--- src/rtl/uart_rx_pkg.sv ---
// Shared types and defaults for the UART receive framing path.
package uart_rx_pkg;

    localparam int unsigned DEF_DATA_BITS    = 8;
    localparam int unsigned DEF_CLKS_PER_BIT = 10;

    typedef enum logic [2:0] {
        IDLE      = 3'd0,
        START_CHK = 3'd1,
        DATA      = 3'd2,
        STOP      = 3'd3,
        LOAD      = 3'd4
    } rx_state_e;

endpackage

--- src/rtl/flex_stp_sr.sv ---
// Generic serial-to-parallel shift register; SHIFT_MSB selects the shift direction.
module flex_stp_sr #(
    parameter int unsigned NUM_BITS  = 4,
    parameter bit          SHIFT_MSB = 1'b1
) (
    input  logic                clk,
    input  logic                n_rst,
    input  logic                shift_enable,
    input  logic                serial_in,
    output logic [NUM_BITS-1:0] parallel_out
);

    // SHIFT_MSB=0 enters new bits at the MSB so the oldest bit ends up in bit 0
    always_ff @(posedge clk or negedge n_rst) begin
        if (!n_rst) begin
            parallel_out <= '1;
        end else if (shift_enable) begin
            if (SHIFT_MSB) begin
                parallel_out <= {parallel_out[NUM_BITS-2:0], serial_in};
            end else begin
                parallel_out <= {serial_in, parallel_out[NUM_BITS-1:1]};
            end
        end
    end

endmodule

--- src/rtl/rx_bit_timer.sv ---
// Bit-period timer and data-bit counter; ticks mark the mid-bit sample point.
module rx_bit_timer
    import uart_rx_pkg::*;
#(
    parameter int unsigned DATA_BITS    = DEF_DATA_BITS,
    parameter int unsigned CLKS_PER_BIT = DEF_CLKS_PER_BIT
) (
    input  logic clk,
    input  logic n_rst,
    input  logic restart,
    input  logic half_period,
    input  logic count_bits,
    output logic sample_tick_c,
    output logic bits_done_c
);

    localparam int unsigned CNT_W = $clog2(CLKS_PER_BIT);
    localparam int unsigned BIT_W = $clog2(DATA_BITS);
    localparam logic [CNT_W-1:0] FULL_LAST = CNT_W'(CLKS_PER_BIT - 1);
    localparam logic [CNT_W-1:0] HALF_LAST = CNT_W'(CLKS_PER_BIT / 2 - 1);
    localparam logic [BIT_W-1:0] BIT_LAST  = BIT_W'(DATA_BITS - 1);

    logic [CNT_W-1:0] cnt;
    logic [BIT_W-1:0] bit_cnt;

    // Half period only while confirming the start bit, to land on mid-bit
    assign sample_tick_c = (cnt == (half_period ? HALF_LAST : FULL_LAST));
    assign bits_done_c   = count_bits && sample_tick_c && (bit_cnt == BIT_LAST);

    always_ff @(posedge clk or negedge n_rst) begin
        if (!n_rst) begin
            cnt     <= '0;
            bit_cnt <= '0;
        end else begin
            if (restart || sample_tick_c) begin
                cnt <= '0;
            end else begin
                cnt <= cnt + CNT_W'(1);
            end

            if (restart || bits_done_c) begin
                bit_cnt <= '0;
            end else if (count_bits && sample_tick_c) begin
                bit_cnt <= bit_cnt + BIT_W'(1);
            end
        end
    end

endmodule

--- src/rtl/uart_rx_frame.sv ---
// UART receive framing: start detection, mid-bit sampling, stop check and
// a buffered output word with ready/overrun/framing status.
module uart_rx_frame
    import uart_rx_pkg::*;
#(
    parameter int unsigned DATA_BITS    = DEF_DATA_BITS,
    parameter int unsigned CLKS_PER_BIT = DEF_CLKS_PER_BIT
) (
    input  logic                 clk,
    input  logic                 n_rst,
    input  logic                 serial_in,
    input  logic                 data_read,
    output logic [DATA_BITS-1:0] rx_data,
    output logic                 data_ready,
    output logic                 overrun_error,
    output logic                 framing_error
);

    logic                 sync_a;
    logic                 sync;
    logic                 hist;
    rx_state_e            state;
    logic                 stop_bit;
    logic [DATA_BITS-1:0] shifter;
    logic                 sample_tick;
    logic                 bits_done;
    logic                 start_edge;
    logic                 timer_restart;

    assign start_edge    = hist && !sync;
    assign timer_restart = ((state == IDLE) && start_edge) ||
                           ((state == START_CHK) && sample_tick && !sync);

    // Two-flop synchronizer plus history flop for edge detection
    always_ff @(posedge clk or negedge n_rst) begin
        if (!n_rst) begin
            sync_a <= 1'b1;
            sync   <= 1'b1;
            hist   <= 1'b1;
        end else begin
            sync_a <= serial_in;
            sync   <= sync_a;
            hist   <= sync;
        end
    end

    rx_bit_timer #(
        .DATA_BITS   (DATA_BITS),
        .CLKS_PER_BIT(CLKS_PER_BIT)
    ) u_timer (
        .clk          (clk),
        .n_rst        (n_rst),
        .restart      (timer_restart),
        .half_period  (state == START_CHK),
        .count_bits   (state == DATA),
        .sample_tick_c(sample_tick),
        .bits_done_c  (bits_done)
    );

    flex_stp_sr #(
        .NUM_BITS (DATA_BITS),
        .SHIFT_MSB(1'b0)
    ) u_shift (
        .clk         (clk),
        .n_rst       (n_rst),
        .shift_enable(sample_tick && (state == DATA)),
        .serial_in   (sync),
        .parallel_out(shifter)
    );

    // Frame FSM with registered status; a read in the LOAD cycle loses to the load
    always_ff @(posedge clk or negedge n_rst) begin
        if (!n_rst) begin
            state         <= IDLE;
            stop_bit      <= 1'b1;
            rx_data       <= '1;
            data_ready    <= 1'b0;
            overrun_error <= 1'b0;
            framing_error <= 1'b0;
        end else begin
            if (data_read) begin
                data_ready    <= 1'b0;
                overrun_error <= 1'b0;
            end

            case (state)
                IDLE: begin
                    if (start_edge) begin
                        state         <= START_CHK;
                        framing_error <= 1'b0;
                    end
                end
                START_CHK: begin
                    if (sample_tick) begin
                        state <= sync ? IDLE : DATA;
                    end
                end
                DATA: begin
                    if (bits_done) begin
                        state <= STOP;
                    end
                end
                STOP: begin
                    if (sample_tick) begin
                        stop_bit <= sync;
                        state    <= LOAD;
                    end
                end
                LOAD: begin
                    state <= IDLE;
                    if (stop_bit) begin
                        rx_data    <= shifter;
                        data_ready <= 1'b1;
                        if (data_ready && !data_read) begin
                            overrun_error <= 1'b1;
                        end
                    end else begin
                        framing_error <= 1'b1;
                    end
                end
                default: state <= IDLE;
            endcase
        end
    end

endmodule
--- config.mk ---
export PLATFORM = sky130hd
export DESIGN_NAME = uart_rx_frame
export DESIGN_NICKNAME = d
export VERILOG_FILES = /design/src/rtl/uart_rx_pkg.sv /design/src/rtl/flex_stp_sr.sv /design/src/rtl/rx_bit_timer.sv /design/src/rtl/uart_rx_frame.sv
export SDC_FILE = /design/constraint.sdc
export NUM_CORES = 1
export LEC_CHECK = 0
export CAP_MARGIN = 5
export CORE_AREA = 10 10 74 76
export DETAILED_ROUTE_END_ITERATION = 6
export DIE_AREA = 0 0 84 86
export PLACE_DENSITY = 0.56
export RECOVER_POWER = 25
export SYNTH_ARGS = -nofsm -noshare
export SYNTH_HDL_FRONTEND = slang
export SYNTH_SLANG_ARGS = --single-unit
--- constraint.sdc ---
create_clock -name clk -period 1.7 [get_ports clk]
set_input_delay 0.34 -clock clk [delete_from_list [all_inputs] [get_ports clk]]
set_output_delay 0.34 -clock clk [all_outputs]
set_load 0.03 [all_outputs]
; Word-level counts from Yosys, hierarchy flattened
; Index checks and enable logic that the tools add are counted.
[classes]
n_addsub = 2
n_eq_ne = 11
muxes = 20
n_reduce_logical = 19
[ops]
columns = op, n
row1 = $mux W3, 6
row2 = $pmux W3 S4, 1
row3 = $ne A2 B2 Y1 const B, 5
row4 = $mux W1, 9
row5 = $mux W4, 2
row6 = $logic_and A1 B1 Y1, 7
row7 = $eq A3 B2 Y1 const B, 2
row8 = $eq A3 B3 Y1 const B, 2
row9 = $add A4 B1 Y4 const B, 1
row10 = $eq A4 B4 Y1, 1
row11 = $reduce_and A2 Y1, 2
row12 = $reduce_and A4 Y1, 1
row13 = $reduce_bool A2 Y1, 2
row14 = $add A3 B1 Y3 const B, 1
row15 = $eq A3 B1 Y1 const B, 1
row16 = $logic_not A3 Y1, 1
row17 = $logic_or A1 B1 Y1, 3
row18 = $reduce_and A3 Y1, 1
row19 = $logic_not A1 Y1, 2
row20 = $mux W2, 1
row21 = $pmux W1 S2, 1
[totals]
reg_bits = 33
in_bits = 4
out_inout_bits = 11
elab_cells = 64

; Depth between registers and ports, before layout
; Gate-level depths: netlist of run 1.
[depth]
word_depth = 8
depth_mapped = 5
ltp_nobuf = 5

; Hierarchy
; From an unflattened synthesis of run 1, not the netlist that was laid out.
[unflattened]
hier_cells = 105
area_unflattened_um2 = 1564.0
[by_module_without_submodules]
columns = mod, instances, cells_per_inst, area_per_inst_um2, seq_area_each_um2
row1 = uart_rx_frame, 1, 54, 823.3, 465.4
row2 = rx_bit_timer, 1, 34, 399.1, 175.2
row3 = flex_stp_sr, 1, 17, 341.6, 210.2

; Worst setup path before layout of run 1
; OpenSTA, ideal clock, no wires.
[synth_timing]
kind = register to register
startpoint = register state[0]
endpoint = register u_timer.bit_cnt[1]
setup_ps = 122
t_arrival_ps = 1502
t_required_ps = 1578
slack_ps = 77
stages_incl_launch_ff = 6
path_buffers = 1
synth_period_minus_slack_ps = 1623
path_cell_list = dfrtp_1 -> buf_4 -> or2b_1 -> a21oi_2 -> or3b_4 -> a32o_1
[synth_between]
elab_chain_cells = 8
word_cells_on_any_way = 14
classes_between = eq/ne: 3 / mux: 2 / reduce/logical: 9
[synth_rtl]
columns = element, line
row1 = from (decl), uart_rx_frame.sv:22  ; rx_state_e state;
row2 = from (signal assigned), uart_rx_frame.sv:95  ; state <= sync ? IDLE : DATA;
row3 = $eq A3 B1 Y1, "uart_rx_frame.sv:32, uart_rx_frame.sv:54"
row4 = $mux W4, rx_bit_timer.sv:27  ; assign sample_tick_c = (cnt == (half_period ? HALF_LAST : FULL_LAST));
row5 = $eq A4 B4 Y1, rx_bit_timer.sv:27
row6 = $logic_and A1 B1 Y1 (2 in series), uart_rx_frame.sv:32  ; ((state == START_CHK) && sample_tick && !sync);
row7 = $logic_or A1 B1 Y1, uart_rx_frame.sv:31  ; assign timer_restart = ((state == IDLE) && start_edge) ||
row8 = $logic_or A1 B1 Y1, rx_bit_timer.sv:41  ; if (restart || bits_done_c) begin
row9 = $mux W3 or $reduce_bool A2 Y1 (tied branches), n/a
row10 = to (signal assigned), rx_bit_timer.sv:44  ; bit_cnt <= bit_cnt + BIT_W'(1);
row11 = to (decl), rx_bit_timer.sv:24  ; logic [BIT_W-1:0] bit_cnt;
; Several ways; a longest one is shown, not always the timed one.
; A chain may end at the register's enable or synchronous reset.

; Worst setup path after layout of run 1
[layout_timing]
startpoint = register sync
endpoint = register u_timer.bit_cnt[2]
[layout_between]
elab_chain_cells = 6
word_cells_on_any_way = 8
classes_between = mux: 1 / reduce/logical: 7
[layout_rtl]
columns = element, line
row1 = from (decl), uart_rx_frame.sv:20  ; logic sync;
row2 = from (signal assigned), uart_rx_frame.sv:42  ; sync <= sync_a;
row3 = $logic_not A1 Y1 *, "uart_rx_frame.sv:30, uart_rx_frame.sv:32"
row4 = $logic_and A1 B1 Y1, uart_rx_frame.sv:30  ; assign start_edge = hist && !sync;
row5 = $logic_and A1 B1 Y1, uart_rx_frame.sv:31
row6 = $logic_or A1 B1 Y1 *, uart_rx_frame.sv:31
row7 = $logic_or A1 B1 Y1 *, rx_bit_timer.sv:41
row8 = $mux W3 or $reduce_bool A2 Y1 (tied branches), n/a
; Every way passes the cells marked *; elsewhere a longest branch is shown, timed or not.

==> results.toml, run 1 <==
[outcome]
status = "completed"

[sta]
fmax_mhz = 598
tightest_slew_ps = 785
relSlewSlack_pct = 47.7
rsz0062_at_grt = "yes"
min_period_over_period_pct = 98.4
finalHoldViolCount = 0
min_period_ps = 1670
skew_ps = 5.27
setup_viol = 0
slew_viol_final = 0
holdWs_ps = 356

[route]
wire_per_inst_um = 13.2
drt-vias-per-instance = 4.80
drtIter0Drc = 24
dr.pass1.iters = 2
num_vias = 868
wl_um = 2380
drtAntennaViolNets = 0
drc = 0

[yosys]
synth_nets = 111
ys_ff_latch = 33
yosys_warnings = 0
syn_inst = 104
syn_avg_cell_area_um2 = 13.5
seq_area_frac_synth_pct = 60.8
ys_types = 32
synthesis.area_um2 = 1400

[floorplan]
rows = 23
io_pins = 15
core-area_um2 = 3970
fp.dieW_um = 84
initial_core_util_pct = 35.3
die_area_um2 = 7220
die_h_um = 86

[cts]
clock_latency_ps = 280
path_clk_slew_ps = 70
postCtsSetupBuffers = 0
clkSinkCount = 33
max-clock-path-buffers = 2
cts.root.buffer_cell = "clkbuf_8"
cts_buffers = 5
cts_resized = 9
htree_num_levels = 2
cts_tree = "yes"
holdBufCountCts = 0

[finish]
syn2layout_area_growth_pct = 23.0
nNetsFinal = 137
n_fill_cell = 381
drive_above_1_share_pct = 43.5
final_area_um2 = 1720
diodes = 0

[setup_path]
r2r_setup_slack_ps = 30
crit_chain = "or3b_1 > a21oi_2 > or3b_4 > a32o_1"
slowest_delay_ps = 400
required_ps = 1870
crit_start = "sync"
crit_family = "simple AND/OR/NAND/NOR gates"
slowest_stage = "or3b_4"
endpoint_kind = "register"
path_class = "reg2reg"
arrival_ps = 1850
cp_max_fo = 5
worstSetupStartpointType = "register"
regToRegEndpoint = "u_timer.bit_cnt[2]"
cp_num_buf_inv = 0
timing.rr.start = "sync"
rr_worst_depth = 4

[min_path]
hold-path-cell-count = 0
hp-start = "sync_a"
hp-class = "reg2reg"
whs_endpoint = "sync"

[power_and_ir_drop]
ir_drop_mv = 0.629
power_leakage_uw = 0.000829
power.density_nw_per_um2 = 1160

[place]
placed_area_um2 = 1640
place_congestion = 0.786
io_buffers = 14
post-dp-hpwl_um = 1740

[run]
drv_cap = 0

[global_routing]
gr-total-overflow = 0
grt_pass1_wl_um = 4410
grt_usage_pct = 7.50
antenna_found_initial = 0
grt_max_degree = 34
grt_pass1_vias = 976
[power breakdown]
group          switching, uW  total (uW)  leakage (uW)  internal, uW
clock                    270         553     0.0000450           283
sequential              66.0         955      0.000381           889
combinational            255         481      0.000403           226
total                    591        1990      0.000829          1400
[per-stage QoR]
step	util [%]	instances	power, uW	setup WS (ps)	TNS (ps)
2_1_floorplan	-	104	1310	76.6	0
3_3_place_gp	41.4	173	1430	41.6	0
3_5_place_dp	41.4	173	1450	21.5	0
4_1_cts	43.2	181	2020	12.5	0
5_1_grt	43.4	181	2140	-36.1	-72.3
6_report	43.4	181	1990	27.5	0
[worst max-delay path by stage]
stage / to / slack (ps) / cells past startpoint
2_1_floorplan: u_timer.bit_cnt[1] / 80 / 5
3_3_place_gp: u_timer.bit_cnt[1] / 40 / 4
3_5_place_dp: u_timer.bit_cnt[2] / 20 / 4
4_1_cts: u_timer.bit_cnt[2] / 10 / 4
5_1_grt: u_timer.bit_cnt[2] / -40 / 4
6_report: u_timer.bit_cnt[2] / 30 / 4
[cell families (layout without fill, tap and decap cells)]
| logic type | count (synthesis) | after routing | share of synthesized area (%) |
|---|---|---|---|
| AND/OR/NAND/NOR | 29 | 29 | 12.1 |
| AO/OA/AOI/OAI | 13 | 13 | 6.79 |
| flip-flops | 33 | 33 | 60.8 |
| buffers and inverters | 6 | 33 | 1.97 |
| XOR/XNOR | 2 | 2 | 1.25 |
| adder cells (fa/ha/maj) | 3 | 3 | 2.68 |
| multiplexers | 18 | 18 | 14.5 |
[per-layer routing]
layer  track usage, %  share of wire, %
met2             13.1                52
met3             3.50               5.5
met1             7.22                41
met4             4.11               1.7
met5                0                 0
[cells in the final DEF, fill, tap and decap left out, types with 2 or more instances in the layout]
cell type / n
dfstp_2: 20
mux2_2: 18
dfrtp_1: 13
nor2_1: 9
dlygate4sd2_1: 9
buf_4: 6
nor3_1: 5
clkbuf_8: 5
inv_1: 4
nand3_1: 3
nand2_1: 3
ha_1: 3
nand2b_1: 2
a32o_1: 2
o21ai_0: 2
clkinv_2: 2
dlygate4sd3_1: 2
dlymetal6s2s_1: 2
[synthesized netlist by cell type, drive strengths merged]
library cell / number / area, um2
xor2: 1 / 8.76
a31o: 1 / 8.76
o2bb2ai: 1 / 8.76
inv: 4 / 15.0
a211oi: 1 / 7.51
buf: 2 / 12.5
mux2: 18 / 203
xnor2: 1 / 8.76
dfrtp: 13 / 325
nor2: 9 / 33.8
or3b: 2 / 20.0
nand2b: 2 / 12.5
ha: 3 / 37.5
o31ai: 1 / 7.51
nand3: 3 / 15.0
and4bb: 1 / 12.5
nor3: 6 / 41.3
dfstp: 20 / 526
or2b: 1 / 7.51
o21ai: 3 / 15.0
nand2: 3 / 11.3
a32o: 2 / 20.0
a21oi: 2 / 13.8
or4: 1 / 7.51
nor3b: 1 / 7.51
a21o: 1 / 7.51
a31oi: 1 / 6.26
[area by class of cell]
cell class                 count  area (um2)  share of cell area (%)
inverter                       4        15.0                   0.872
multi-input combinational     65         527                    30.6
clock inverter                 2        10.0                   0.581
clock buffer                   6        72.6                    4.22
tap                           50        62.6                    3.63
timing repair buffer          21         184                    10.7
sequential                    33         851                    49.4
[state kept, by name, indices dropped and copies added (netlist names)]
register              count
overrun_error             1
rx_data                   8
sync_a                    1
u_shift.parallel_out      8
sync                      1
u_timer.bit_cnt           3
stop_bit                  1
hist                      1
state                     3
u_timer.cnt               4
framing_error             1
data_ready                1
Note: power is estimated with default switching activity, not from simulation.
==> inputs of run 2 (changes only) <==
CORE_AREA = 2 2 54 56   (was 10 10 74 76)
DIE_AREA = 0 0 56 58   (was 0 0 84 86)
PLACE_DENSITY = 0.76   (was 0.56)
clock period = 1.8 ns   (was 1.7 ns; I/O delays follow)
==> results.toml, run 2 (synthesis results as in run 1) <==
[outcome]
status = "completed"

[setup_path]
cp_max_fo = 3
crit_cells = 1
path_class = "reg2out"
arrival_ps = 1390
cp_num_buf_inv = 1
slowest_stage = "clkdlybuf4s50_1"
endpoint_kind = "output port"
worstSetupEndpoint = "data_ready"
required_ps = 1440
worstSetupStartpointType = "register"
regToRegEndpoint = "u_timer.bit_cnt[2]"
r2r_setup_slack_ps = 70
timing.rr.start = "state[1]"
crit_family = "buffers and inverters"
rr_worst_depth = 4
crit_start = "data_ready"
slowest_delay_ps = 680
crit_chain = "clkdlybuf4s50_1"

[finish]
final_cell_mix = "dfstp_2 (19), mux2_2 (18), dfrtp_1 (13)"
nNetsFinal = 135
final_common_cell = "dfstp_2"
diodes = 0
utilization_pct = 62.1
drive_above_1_share_pct = 41.9
largestRegisters = "rx_data: 8 flops, u_shift.parallel_out: 8 flops, u_timer.cnt: 4 flops"
final_area_um2 = 1650
n_fill_cell = 210
syn2layout_area_growth_pct = 18.1

[sta]
finalHoldViolCount = 0
fin_tns_setup_ps = 0
min_period_ps = 1750
tightest_slew_ps = 755
rsz0062_at_grt = "no"
slew_viol_final = 0
setup_viol = 0
relSlewSlack_pct = 49.7
skew_ps = 9.11
min_period_over_period_pct = 97.3
fmax_mhz = 571

[route]
wl_um = 2290
drtIter0Drc = 6
dr.pass1.iters = 4
drtAntennaViolNets = 0
drc = 0
drt-vias-per-instance = 5.51
wire_per_inst_um = 14.3
num_vias = 881

[cts]
cts_buffers = 5
cts.root.buffer_cell = "clkbuf_4"
htree_num_levels = 2
clock_latency_ps = 340
max-clock-path-buffers = 2
clkSinkCount = 33
path_clk_slew_ps = 110
cts_tree = "yes"

[floorplan]
core-area_um2 = 2660
io_pins = 15
rows = 19
fp.dieW_um = 56
die_h_um = 58
initial_core_util_pct = 52.6
die_area_um2 = 3250

[power_and_ir_drop]
p_sw_uw = 564
p_comb_share_pct = 23.4
ir_drop_mv = 0.833
seq_power_share_pct = 52.5
power.density_nw_per_um2 = 1060
p_int_uw = 1180
power_uw = 1750
power_leakage_uw = 0.000777
p_sw_share_pct = 32.3
pwr-share-clk_pct = 24.0

[global_routing]
grt_pass1_vias = 904
grt_usage_pct = 16.6
antenna_found_initial = 0
grt_pass1_wl_um = 4010
gr-total-overflow = 0
grt_max_degree = 34

[place]
placed_area_um2 = 1600
place_congestion = 0.812
io_buffers = 14
post-dp-hpwl_um = 1670

[min_path]
hold-path-cell-count = 0
hp-class = "reg2reg"

[run]
drv_cap = 0
==> run 2: per-layer routing <==
metal	wire (um)	GRT usage [%]	share of wire, %
met1	944	18.6	41
met2	1190	27.7	52
met3	104	6.92	4.6
met4	44	7.82	1.9
met5	0	0	0
==> run 2: worst min path at each step <==
stage | start | end | slack [ps]
3_3_place_gp | sync_a | sync | 350
5_1_grt | sync_a | sync | 370
3_5_place_dp | sync_a | sync | 350
2_1_floorplan | n_rst | data_ready | 60
4_1_cts | sync_a | sync | 360
6_report | sync_a | sync | 360
==> run 2: metrics by stage <==
| stage | worst slack, ps | instances | hold slack (ps) |
|---|---|---|---|
| floorplan | 177 | 104 | 64.4 |
| global placement | 128 | 152 | 347 |
| detailed placement | 70.3 | 152 | 351 |
| CTS | 27.3 | 160 | 358 |
| global route | 5.89 | 160 | 365 |
| finish | 48.3 | 160 | 358 |
==> run 2: power by group through the flow <==
stage                     clock, uW  combinational (uW)  sequential [uW]
after global placement            0                 399              921
after global routing            463                 466              933
after floorplan                   0                 332              908
after detailed placement          0                 416              932
after CTS                       433                 416              920
final                           420                 410              918
==> run 2: repair_timing <==
item                                    4_1_cts  5_1_grt
hold buffers                                  0        0
endpoints found under the setup margin        8        1
resized for setup                             8        1
gates cloned                                  0        0
pin swaps                                     0        0
setup buffers                                 0        0
==> run 2: layout make-up <==
| cell class | instances | area, um2 | area share, % |
|---|---|---|---|
| flip-flops and latches | 33 | 851 | 51.5 |
| clock inverters | 3 | 21.3 | 1.29 |
| repair buffers | 19 | 168 | 10.1 |
| well taps | 31 | 38.8 | 2.35 |
| multi-input cells | 65 | 522 | 31.6 |
| inverters | 4 | 15.0 | 0.908 |
| clock buffers | 5 | 37.5 | 2.27 |
